[src/rtl/id_pkg.sv]
// Decode-stage constants (instruction classes, ALU op codes) and the MIPS instruction decoder.
package id_pkg;

  localparam logic [5:0] OPT_RR      = 6'h00;
  localparam logic [5:0] OPT_SHAMT   = 6'h01;
  localparam logic [5:0] OPT_CLX     = 6'h02;
  localparam logic [5:0] OPT_IMMS    = 6'h04;
  localparam logic [5:0] OPT_IMMZ    = 6'h05;
  localparam logic [5:0] OPT_LUI     = 6'h06;
  localparam logic [5:0] OPT_JR      = 6'h10;
  localparam logic [5:0] OPT_J       = 6'h11;
  localparam logic [5:0] OPT_BR      = 6'h12;
  localparam logic [5:0] OPT_LW      = 6'h13;
  localparam logic [5:0] OPT_SW      = 6'h14;
  localparam logic [5:0] OPT_ERET    = 6'h20;
  localparam logic [5:0] OPT_SYSCALL = 6'h21;
  localparam logic [5:0] OPT_NOP     = 6'h3F;

  localparam logic [4:0] OP_NOP  = 5'h00;
  localparam logic [4:0] OP_ADD  = 5'h01;
  localparam logic [4:0] OP_SUB  = 5'h02;
  localparam logic [4:0] OP_AND  = 5'h03;
  localparam logic [4:0] OP_OR   = 5'h04;
  localparam logic [4:0] OP_XOR  = 5'h05;
  localparam logic [4:0] OP_NOR  = 5'h06;
  localparam logic [4:0] OP_BGTZ = 5'h07;
  localparam logic [4:0] OP_BGEZ = 5'h08;
  localparam logic [4:0] OP_BLTZ = 5'h09;
  localparam logic [4:0] OP_BLEZ = 5'h0A;
  localparam logic [4:0] OP_BEQ  = 5'h0B;
  localparam logic [4:0] OP_BNE  = 5'h0C;
  localparam logic [4:0] OP_SLL  = 5'h0D;
  localparam logic [4:0] OP_SRL  = 5'h0E;
  localparam logic [4:0] OP_SRA  = 5'h0F;
  localparam logic [4:0] OP_LUI  = 5'h10;
  localparam logic [4:0] OP_LI   = 5'h11;
  localparam logic [4:0] OP_JR   = 5'h12;
  localparam logic [4:0] OP_J    = 5'h13;
  localparam logic [4:0] OP_CLO  = 5'h1E;
  localparam logic [4:0] OP_CLZ  = 5'h1F;

  localparam logic [31:0] IR_ERET    = 32'h4200_0018;
  localparam logic [31:0] IR_SYSCALL = 32'h0000_000C;

  typedef struct packed {
    logic [5:0]  optype;
    logic [4:0]  op;
    logic [4:0]  ra1;
    logic [4:0]  ra2;
    logic [4:0]  wa;
    logic [31:0] imm;
    logic        rti;
    logic        syscall;
  } dec_t;

  function automatic logic alu_b_is_imm(input logic [5:0] optype);
    return optype inside {OPT_SHAMT, OPT_IMMS, OPT_IMMZ, OPT_LUI, OPT_J, OPT_LW, OPT_SW};
  endfunction

  // Class/op first, then the class alone selects register fields and immediate form.
  function automatic dec_t decode(input logic [31:0] ir);
    dec_t       d;
    logic [5:0] opc;
    logic [5:0] fn;
    logic [4:0] rs;
    logic [4:0] rt;
    logic [4:0] rd;
    opc = ir[31:26];
    fn  = ir[5:0];
    rs  = ir[25:21];
    rt  = ir[20:16];
    rd  = ir[15:11];
    d        = '0;
    d.optype = OPT_NOP;
    d.op     = OP_NOP;
    if (ir == IR_ERET) begin
      d.optype = OPT_ERET;
      d.rti    = 1'b1;
    end else if (ir == IR_SYSCALL) begin
      d.optype  = OPT_SYSCALL;
      d.op      = OP_JR;
      d.syscall = 1'b1;
    end else if (ir != '0) begin
      case (opc)
        6'h00: begin
          case (fn)
            6'h20, 6'h21: begin d.optype = OPT_RR;    d.op = OP_ADD; end
            6'h22, 6'h23: begin d.optype = OPT_RR;    d.op = OP_SUB; end
            6'h24:        begin d.optype = OPT_RR;    d.op = OP_AND; end
            6'h25:        begin d.optype = OPT_RR;    d.op = OP_OR;  end
            6'h26:        begin d.optype = OPT_RR;    d.op = OP_XOR; end
            6'h27:        begin d.optype = OPT_RR;    d.op = OP_NOR; end
            6'h04:        begin d.optype = OPT_RR;    d.op = OP_SLL; end
            6'h06:        begin d.optype = OPT_RR;    d.op = OP_SRL; end
            6'h07:        begin d.optype = OPT_RR;    d.op = OP_SRA; end
            6'h00:        begin d.optype = OPT_SHAMT; d.op = OP_SLL; end
            6'h02:        begin d.optype = OPT_SHAMT; d.op = OP_SRL; end
            6'h03:        begin d.optype = OPT_SHAMT; d.op = OP_SRA; end
            6'h08:        begin d.optype = OPT_JR;    d.op = OP_JR;  end
            default: ;
          endcase
        end
        6'h1C: begin
          if (fn == 6'h21) begin d.optype = OPT_CLX; d.op = OP_CLO; end
          if (fn == 6'h20) begin d.optype = OPT_CLX; d.op = OP_CLZ; end
        end
        6'h08, 6'h09: begin d.optype = OPT_IMMS; d.op = OP_ADD;  end
        6'h0C:        begin d.optype = OPT_IMMZ; d.op = OP_AND;  end
        6'h0D:        begin d.optype = OPT_IMMZ; d.op = OP_OR;   end
        6'h0E:        begin d.optype = OPT_IMMZ; d.op = OP_XOR;  end
        6'h0F:        begin d.optype = OPT_LUI;  d.op = OP_LUI;  end
        6'h02:        begin d.optype = OPT_J;    d.op = OP_J;    end
        6'h04:        begin d.optype = OPT_BR;   d.op = OP_BEQ;  end
        6'h05:        begin d.optype = OPT_BR;   d.op = OP_BNE;  end
        6'h06:        begin d.optype = OPT_BR;   d.op = OP_BLEZ; end
        6'h07:        begin d.optype = OPT_BR;   d.op = OP_BGTZ; end
        6'h01: begin
          if (rt == 5'd0) begin d.optype = OPT_BR; d.op = OP_BLTZ; end
          if (rt == 5'd1) begin d.optype = OPT_BR; d.op = OP_BGEZ; end
        end
        6'h23:        begin d.optype = OPT_LW;   d.op = OP_ADD;  end
        6'h2B:        begin d.optype = OPT_SW;   d.op = OP_ADD;  end
        default: ;
      endcase
    end
    case (d.optype)
      OPT_RR:          begin d.ra1 = rs; d.ra2 = rt; d.wa = rd; end
      OPT_SHAMT:       begin d.ra1 = rt; d.wa = rd; d.imm = {27'd0, ir[10:6]}; end
      OPT_CLX:         begin d.ra1 = rs; d.wa = rd; end
      OPT_IMMS, OPT_LW: begin d.ra1 = rs; d.wa = rt; d.imm = {{16{ir[15]}}, ir[15:0]}; end
      OPT_IMMZ:        begin d.ra1 = rs; d.wa = rt; d.imm = {16'd0, ir[15:0]}; end
      OPT_LUI:         begin d.wa = rt; d.imm = {16'd0, ir[15:0]}; end
      OPT_JR:          d.ra1 = rs;
      OPT_J:           d.imm = {4'd0, ir[25:0], 2'b00};
      OPT_BR:          begin d.ra1 = rs; d.ra2 = rt; end
      OPT_SW:          begin d.ra1 = rs; d.ra2 = rt; d.imm = {{16{ir[15]}}, ir[15:0]}; end
      OPT_SYSCALL:     d.ra1 = 5'd2;
      default: ;
    endcase
    return d;
  endfunction

endpackage

[src/rtl/id_regfile.sv]
// 2-read/1-write register file, register 0 hardwired to zero; combinational reads.
// A read of the address being written this cycle returns the write data (write-through).
module id_regfile #(
  parameter int XLEN = 32,
  parameter int NREG = 32,
  parameter int AW   = $clog2(NREG)
) (
  input  logic            clk_i,
  input  logic            rst_i,
  input  logic            we_i,
  input  logic [AW-1:0]   waddr_i,
  input  logic [XLEN-1:0] wdata_i,
  input  logic [AW-1:0]   raddr1_i,
  input  logic [AW-1:0]   raddr2_i,
  output logic [XLEN-1:0] rdata1_o,
  output logic [XLEN-1:0] rdata2_o
);

  logic [XLEN-1:0] regs_q [NREG];

  always_ff @(posedge clk_i) begin
    if (rst_i) begin
      for (int i = 0; i < NREG; i++) regs_q[i] <= '0;
    end else if (we_i && (waddr_i != '0)) begin
      regs_q[waddr_i] <= wdata_i;
    end
  end

  assign rdata1_o = (raddr1_i == '0) ? '0 :
                    (we_i && (waddr_i == raddr1_i)) ? wdata_i : regs_q[raddr1_i];
  assign rdata2_o = (raddr2_i == '0) ? '0 :
                    (we_i && (waddr_i == raddr2_i)) ? wdata_i : regs_q[raddr2_i];

endmodule

[src/rtl/id_decode_buf.sv]
// Decode stage: DEPTH-entry fetch queue feeding a decoded output register; push-to-valid is 1 cycle.
// if_ready drops only on a full queue (registered count); a stalled output keeps its operands fresh.
module id_decode_buf
  import id_pkg::*;
#(
  parameter int XLEN  = 32,
  parameter int DEPTH = 2,
  parameter int NREG  = 32
) (
  input  logic                    clk_i,
  input  logic                    rst_i,
  input  logic                    flush_i,
  input  logic                    if_valid_i,
  output logic                    if_ready_o,
  input  logic [XLEN-1:0]         if_pc_i,
  input  logic [31:0]             if_ir_i,
  input  logic                    wb_we_i,
  input  logic [$clog2(NREG)-1:0] wb_addr_i,
  input  logic [XLEN-1:0]         wb_data_i,
  output logic                    id_valid_o,
  input  logic                    id_ready_i,
  output logic [XLEN-1:0]         id_pc_o,
  output logic [31:0]             id_ir_o,
  output logic [5:0]              id_optype_o,
  output logic [4:0]              id_op_o,
  output logic [$clog2(NREG)-1:0] id_ra1_o,
  output logic [$clog2(NREG)-1:0] id_ra2_o,
  output logic [$clog2(NREG)-1:0] id_wa_o,
  output logic [XLEN-1:0]         id_alu_a_o,
  output logic [XLEN-1:0]         id_alu_b_o,
  output logic [XLEN-1:0]         id_swdata_o,
  output logic                    id_rti_o,
  output logic                    id_syscall_o
);

  localparam int AW = $clog2(NREG);
  localparam int PW = $clog2(DEPTH);

  typedef struct packed {
    logic [XLEN-1:0] pc;
    logic [31:0]     ir;
    logic [5:0]      optype;
    logic [4:0]      op;
    logic [AW-1:0]   ra1;
    logic [AW-1:0]   ra2;
    logic [AW-1:0]   wa;
    logic [XLEN-1:0] alu_a;
    logic [XLEN-1:0] alu_b;
    logic [XLEN-1:0] swdata;
    logic            rti;
    logic            syscall;
  } id_t;

  logic [XLEN-1:0] pc_mem_q [DEPTH];
  logic [31:0]     ir_mem_q [DEPTH];
  logic [PW:0]     count_q, count_d;
  logic [PW-1:0]   wr_ptr_q, wr_ptr_d;
  logic [PW-1:0]   rd_ptr_q, rd_ptr_d;
  id_t             id_q, id_d;
  logic            id_valid_q, id_valid_d;

  logic            push;
  logic            issue;
  dec_t            head_dec;
  logic [AW-1:0]   head_ra1, head_ra2, head_wa;
  logic [XLEN-1:0] head_imm;
  logic [XLEN-1:0] rd1, rd2;
  logic            wb_hit1, wb_hit2;

  assign if_ready_o = (count_q != (PW+1)'(DEPTH));
  assign push       = if_valid_i && if_ready_o && !flush_i;
  assign issue      = (count_q != '0) && (!id_valid_q || id_ready_i);

  assign head_dec = decode(ir_mem_q[rd_ptr_q]);
  assign head_ra1 = head_dec.ra1[AW-1:0];
  assign head_ra2 = head_dec.ra2[AW-1:0];
  assign head_wa  = head_dec.wa[AW-1:0];
  assign head_imm = XLEN'(head_dec.imm);

  id_regfile #(.XLEN(XLEN), .NREG(NREG), .AW(AW)) u_regfile (
    .clk_i    (clk_i),
    .rst_i    (rst_i),
    .we_i     (wb_we_i),
    .waddr_i  (wb_addr_i),
    .wdata_i  (wb_data_i),
    .raddr1_i (head_ra1),
    .raddr2_i (head_ra2),
    .rdata1_o (rd1),
    .rdata2_o (rd2)
  );

  // Write-backs landing on the held instruction's sources while execute is stalled.
  assign wb_hit1 = wb_we_i && (wb_addr_i != '0) && (wb_addr_i == id_q.ra1);
  assign wb_hit2 = wb_we_i && (wb_addr_i != '0) && (wb_addr_i == id_q.ra2);

  always_comb begin
    count_d    = count_q;
    wr_ptr_d   = wr_ptr_q;
    rd_ptr_d   = rd_ptr_q;
    id_d       = id_q;
    id_valid_d = id_valid_q;
    if (flush_i) begin
      count_d     = '0;
      wr_ptr_d    = '0;
      rd_ptr_d    = '0;
      id_valid_d  = 1'b0;
      id_d.optype = OPT_NOP;
    end else begin
      if (push) wr_ptr_d = wr_ptr_q + 1'b1;
      if (issue) begin
        rd_ptr_d     = rd_ptr_q + 1'b1;
        id_valid_d   = 1'b1;
        id_d.pc      = pc_mem_q[rd_ptr_q];
        id_d.ir      = ir_mem_q[rd_ptr_q];
        id_d.optype  = head_dec.optype;
        id_d.op      = head_dec.op;
        id_d.ra1     = head_ra1;
        id_d.ra2     = head_ra2;
        id_d.wa      = head_wa;
        id_d.alu_a   = rd1;
        id_d.alu_b   = alu_b_is_imm(head_dec.optype) ? head_imm : rd2;
        id_d.swdata  = rd2;
        id_d.rti     = head_dec.rti;
        id_d.syscall = head_dec.syscall;
      end else if (id_valid_q && !id_ready_i) begin
        if (wb_hit1) id_d.alu_a = wb_data_i;
        if (wb_hit2) begin
          id_d.swdata = wb_data_i;
          if (!alu_b_is_imm(id_q.optype)) id_d.alu_b = wb_data_i;
        end
      end else if (id_ready_i) begin
        id_valid_d = 1'b0;
      end
      case ({push, issue})
        2'b10:   count_d = count_q + 1'b1;
        2'b01:   count_d = count_q - 1'b1;
        default: ;
      endcase
    end
  end

  always_ff @(posedge clk_i) begin
    if (push && !rst_i) begin
      pc_mem_q[wr_ptr_q] <= if_pc_i;
      ir_mem_q[wr_ptr_q] <= if_ir_i;
    end
  end

  always_ff @(posedge clk_i) begin
    if (rst_i) begin
      count_q     <= '0;
      wr_ptr_q    <= '0;
      rd_ptr_q    <= '0;
      id_valid_q  <= 1'b0;
      id_q        <= '0;
      id_q.optype <= OPT_NOP;
    end else begin
      count_q    <= count_d;
      wr_ptr_q   <= wr_ptr_d;
      rd_ptr_q   <= rd_ptr_d;
      id_valid_q <= id_valid_d;
      id_q       <= id_d;
    end
  end

  assign id_valid_o   = id_valid_q;
  assign id_pc_o      = id_q.pc;
  assign id_ir_o      = id_q.ir;
  assign id_optype_o  = id_q.optype;
  assign id_op_o      = id_q.op;
  assign id_ra1_o     = id_q.ra1;
  assign id_ra2_o     = id_q.ra2;
  assign id_wa_o      = id_q.wa;
  assign id_alu_a_o   = id_q.alu_a;
  assign id_alu_b_o   = id_q.alu_b;
  assign id_swdata_o  = id_q.swdata;
  assign id_rti_o     = id_q.rti;
  assign id_syscall_o = id_q.syscall;

endmodule

[config.mk]
export PLATFORM = sky130hd
export DESIGN_NAME = id_decode_buf
export DESIGN_NICKNAME = d
export VERILOG_FILES = /design/src/rtl/id_pkg.sv /design/src/rtl/id_regfile.sv /design/src/rtl/id_decode_buf.sv
export SDC_FILE = /design/constraint.sdc
export NUM_CORES = 2
export LEC_CHECK = 0
export BUFFER_PORTS_ARGS = -buffer_cell sky130_fd_sc_hd__buf_4
export CAP_MARGIN = 25
export CORE_UTILIZATION = 25
export DETAILED_ROUTE_END_ITERATION = 16
export PLACE_DENSITY = 0.5
export SYNTH_ARGS = -nofsm -noshare
export SYNTH_HDL_FRONTEND = slang
export SYNTH_SLANG_ARGS = --single-unit
[constraint.sdc]
create_clock -name clk_i -period 6.5 [get_ports clk_i]
set_clock_uncertainty 0.05 [all_clocks]
set_input_delay 0.65 -clock clk_i [delete_from_list [all_inputs] [get_ports clk_i]]
set_output_delay 0.65 -clock clk_i [all_outputs]
set_load 0.01 [all_outputs]
==> results by group <==
Status
  • Status: finished clean

Timing
  • Fmax: 0.165 GHz
  • Final hold vios: 0
  • RSZ-0062 raised after global routing: false
  • Final period util: 93.4%
  • Min Hold Slack: 0.163 ns
  • Final setup fails: 0
  • Worst slew pin tran: 1.17 ns
  • Rel. slew slack: 21.9%
  • Slew Viols, Final: 0
  • Tmin final: 6.07 ns

Setup path
  • Crit path kind: register to register
  • Arr. time, crit path: 6.72 ns
  • Critical Path Source Type: register
  • Max FO, Critical Path: 60
  • Crit path capture type: register
  • Worst EP required: 7.15 ns

Clock tree
  • CTS Buffer Depth: 3
  • TritonCTS clock tree: built
  • H-tree levels: 4
  • # clock sinks: 1,346
  • Clk_lat worst skew: 0.84 ns
  • Root Driver: clkbuf_16
  • Clk pin slew, worst setup/hold paths: 0.06 ns
  • Num CTS Buffers: 143

Final layout
  • Area of the multi-input gates: 29,700 um2
  • Final Cell Area: 82,700 um2
  • P&R area growth vs syn: 17.7%
  • Register Area: 38,500 um2
  • Final nets: 7,334
  • Share of cells above drive strength 1: 12.9%
  • Fillers: 28,600
  • Post-route insts no fill: 11,100

Power and ir drop
  • VDD IR-drop max: 0.318 mV
  • Power density over the cells: 253 nW/um2
  • Power share of the clock group: 39.3%
  • Logic pwr share: 12.6%
  • Leakage power: 29.4 nW
  • Net Sw Power: 5.89 mW
  • Seq pwr share: 48.1%
  • Net Sw Frac: 28.1%
  • Cell Int Power: 15.1 mW

Drt
  • First-pass detailed-route iteration total: 7
  • Final WL: 342,000 um
  • Residual DRC: 0
  • Routed WL per cell: 30.9 um
  • Post-route ant nets: 0
  • Initial DRC count: 9,853
  • Vias: 62,000
  • Drt via density: 5.59

Synth
  • Most instantiated cells after synthesis: 1,378 x nand2_1, 1,152 x edfxtp_1, 1,013 x and2_1
  • Post-synth EDFFs: 1,152
  • Async set-reset flop share out of synthesis: 0%
  • Synth unique cells: 105
  • Syn Inst Count: 7,085
  • Area contributors post-synth: edfxtp_1 49%, and2_1 9.0%, nand2_1 7.4%
  • Syn Area/Cell: 9.92 um2
  • Most frequent cell after synthesis: nand2_1
  • Synth Flop Type: edfxtp_1
  • Synthesis Warnings: 0
  • Yosys reg bits: 1,346
  • Post-synthesis cell area: 70,300 um2
  • Dominant cell type by area after synthesis: edfxtp_1
  • Synth top area share: 49.2%
  • Sequential area share after synthesis: 54.7%

Global route
  • Vias in the first global route: 58,200
  • Initial antenna violation count: 44
  • Largest net degree at the start of global routing: 123
  • All-Layer GR Usage: 23.3%
  • First-pass GRT wire length: 468,000 um
  • GRT overflow: 0

Floorplan
  • Area of the core: 279,000 um2
  • Die H: 532 um
  • Boundary pin count: 297
  • Die Area: 283,000 um2
  • Initial Util: 25.2%
  • Die Wd: 532 um
  • Row count: 194

Min path
  • Worst min path class: input port to register

Placement
  • Port Buffers: 296
  • Post-DP HPWL: 206,000 um
  • Placed cell area: 77,500 um2
  • Cells after DPL: 10,700
  • Final GP Congestion: 0.929

Run
  • Max-cap violation count: 0
==> through the flow <==
stage / TNS, ns / power (mW) / worst slack [ns] / utilization, %
2_1_floorplan: 0 / 11.5 / 0.275 / -
3_3_place_gp: -0.0176 / 12.7 / -0.0176 / 27.7
3_5_place_dp: 0 / 12.8 / 0.530 / 27.7
4_1_cts: 0 / 20.9 / 0.541 / 29.6
5_1_grt: 0 / 21.4 / 0.281 / 29.6
6_report: 0 / 21.0 / 0.428 / 29.6
==> worst max-delay path, stage by stage, from the launching register on <==
cell and delay, ns:
dfxtp_4 0.72, or4b_1 0.27, a211oi_2 0.08, buf_4 0.16
nor2_2 0.69, a32oi_2 0.40, and3_1 0.32, nand2_2 0.23
o221a_4 0.68, buf_4 0.69, mux2i_1 0.28, o22ai_1 0.13
nor4_1 0.37, a2111oi_1 0.10, clkdlybuf4s18_2 0.33, a2111oi_0 0.37
==> cells in the final DEF, fill, tap and decap left out, types with 91 or more instances in the layout <==
cell type	instances
nand3_1	602
nor4_1	99
a21oi_1	326
edfxtp_1	1152
clkbuf_16	148
buf_4	500
dfxtp_1	192
nor2_1	259
a221oi_1	141
o21ai_0	110
a211oi_1	91
and2_1	1011
nand2_1	1371
mux2i_1	236
==> registers in the layout (all words and copies together), names as in the netlist, 6 cells and up, named ones only <==
register / flops
u_regfile.regs_q: 1024
ir_mem_q: 64
pc_mem_q: 64
id_alu_a_o: 32
id_alu_b_o: 32
id_ir_o: 32
id_pc_o: 32
id_swdata_o: 32
id_optype_o: 6
==> routing by layer <==
layer  vias to the layer above  routed length [um]  GRT usage [%]
li1                      25700                   -              -
met1                     30600              131000           29.9
met2                      4712              148000           35.6
met3                       995               43200           6.50
met4                        10               19300           12.0
met5                         -                  58              0
==> path summary, 6_finish.rpt <==
| path | to | slack, ns | start | cells after the start |
|---|---|---|---|---|
| max | id_alu_a_o[31]$_SDFFE_PP0P_ | 0.43 | register | 15 |
| max reg2reg | id_alu_a_o[31]$_SDFFE_PP0P_ | 0.43 | register | 15 |
| min reg2reg | id_syscall_o$_SDFFE_PP0P_ | 0.41 | id_syscall_o$_SDFFE_PP0P_ | 2 |
| min | id_valid_o$_SDFFE_PP0P_ | 0.16 | id_ready_i | 3 |
==> final cells by class <==
cell class | instances | share of cell area [%]
Timing Repair Buffer | 616 | 6.41
Antenna cell | 22 | 0.0666
Clock buffer | 201 | 4.83
Multi-Input combinational cell | 5112 | 35.9
Clock inverter | 60 | 0.626
Tap cell | 3724 | 5.63
Sequential cell | 1346 | 46.5
Inverter | 7 | 0.0318
==> power by group through the flow <==
stage | combinational [mW] | sequential (mW) | clock (mW)
finish | 2.64 | 10.1 | 8.24
global route | 2.74 | 10.1 | 8.55
CTS | 2.56 | 10.1 | 8.28
detailed placement | 2.52 | 10.2 | 0
global placement | 2.51 | 10.2 | 0
floorplan | 1.31 | 10.2 | 0
==> timing repair <==
item,4_1_cts,5_1_grt
setup buffers,0,0
hold endpoints to repair,128,0
setup endpoints to repair,0,0
hold buffers,64,0
resized for setup,0,0
==> cells by family after synthesis <==
logic type / share of synthesized area [%]
buf+inv: 3.99
mux: 3.96
compound gates: 11.0
fa+ha+maj: 0.0178
other cells: 0.00534
xor+xnor: 0.249
flops: 54.7
simple gates: 26.0
No activity file was read; power rests on OpenSTA's default activity.
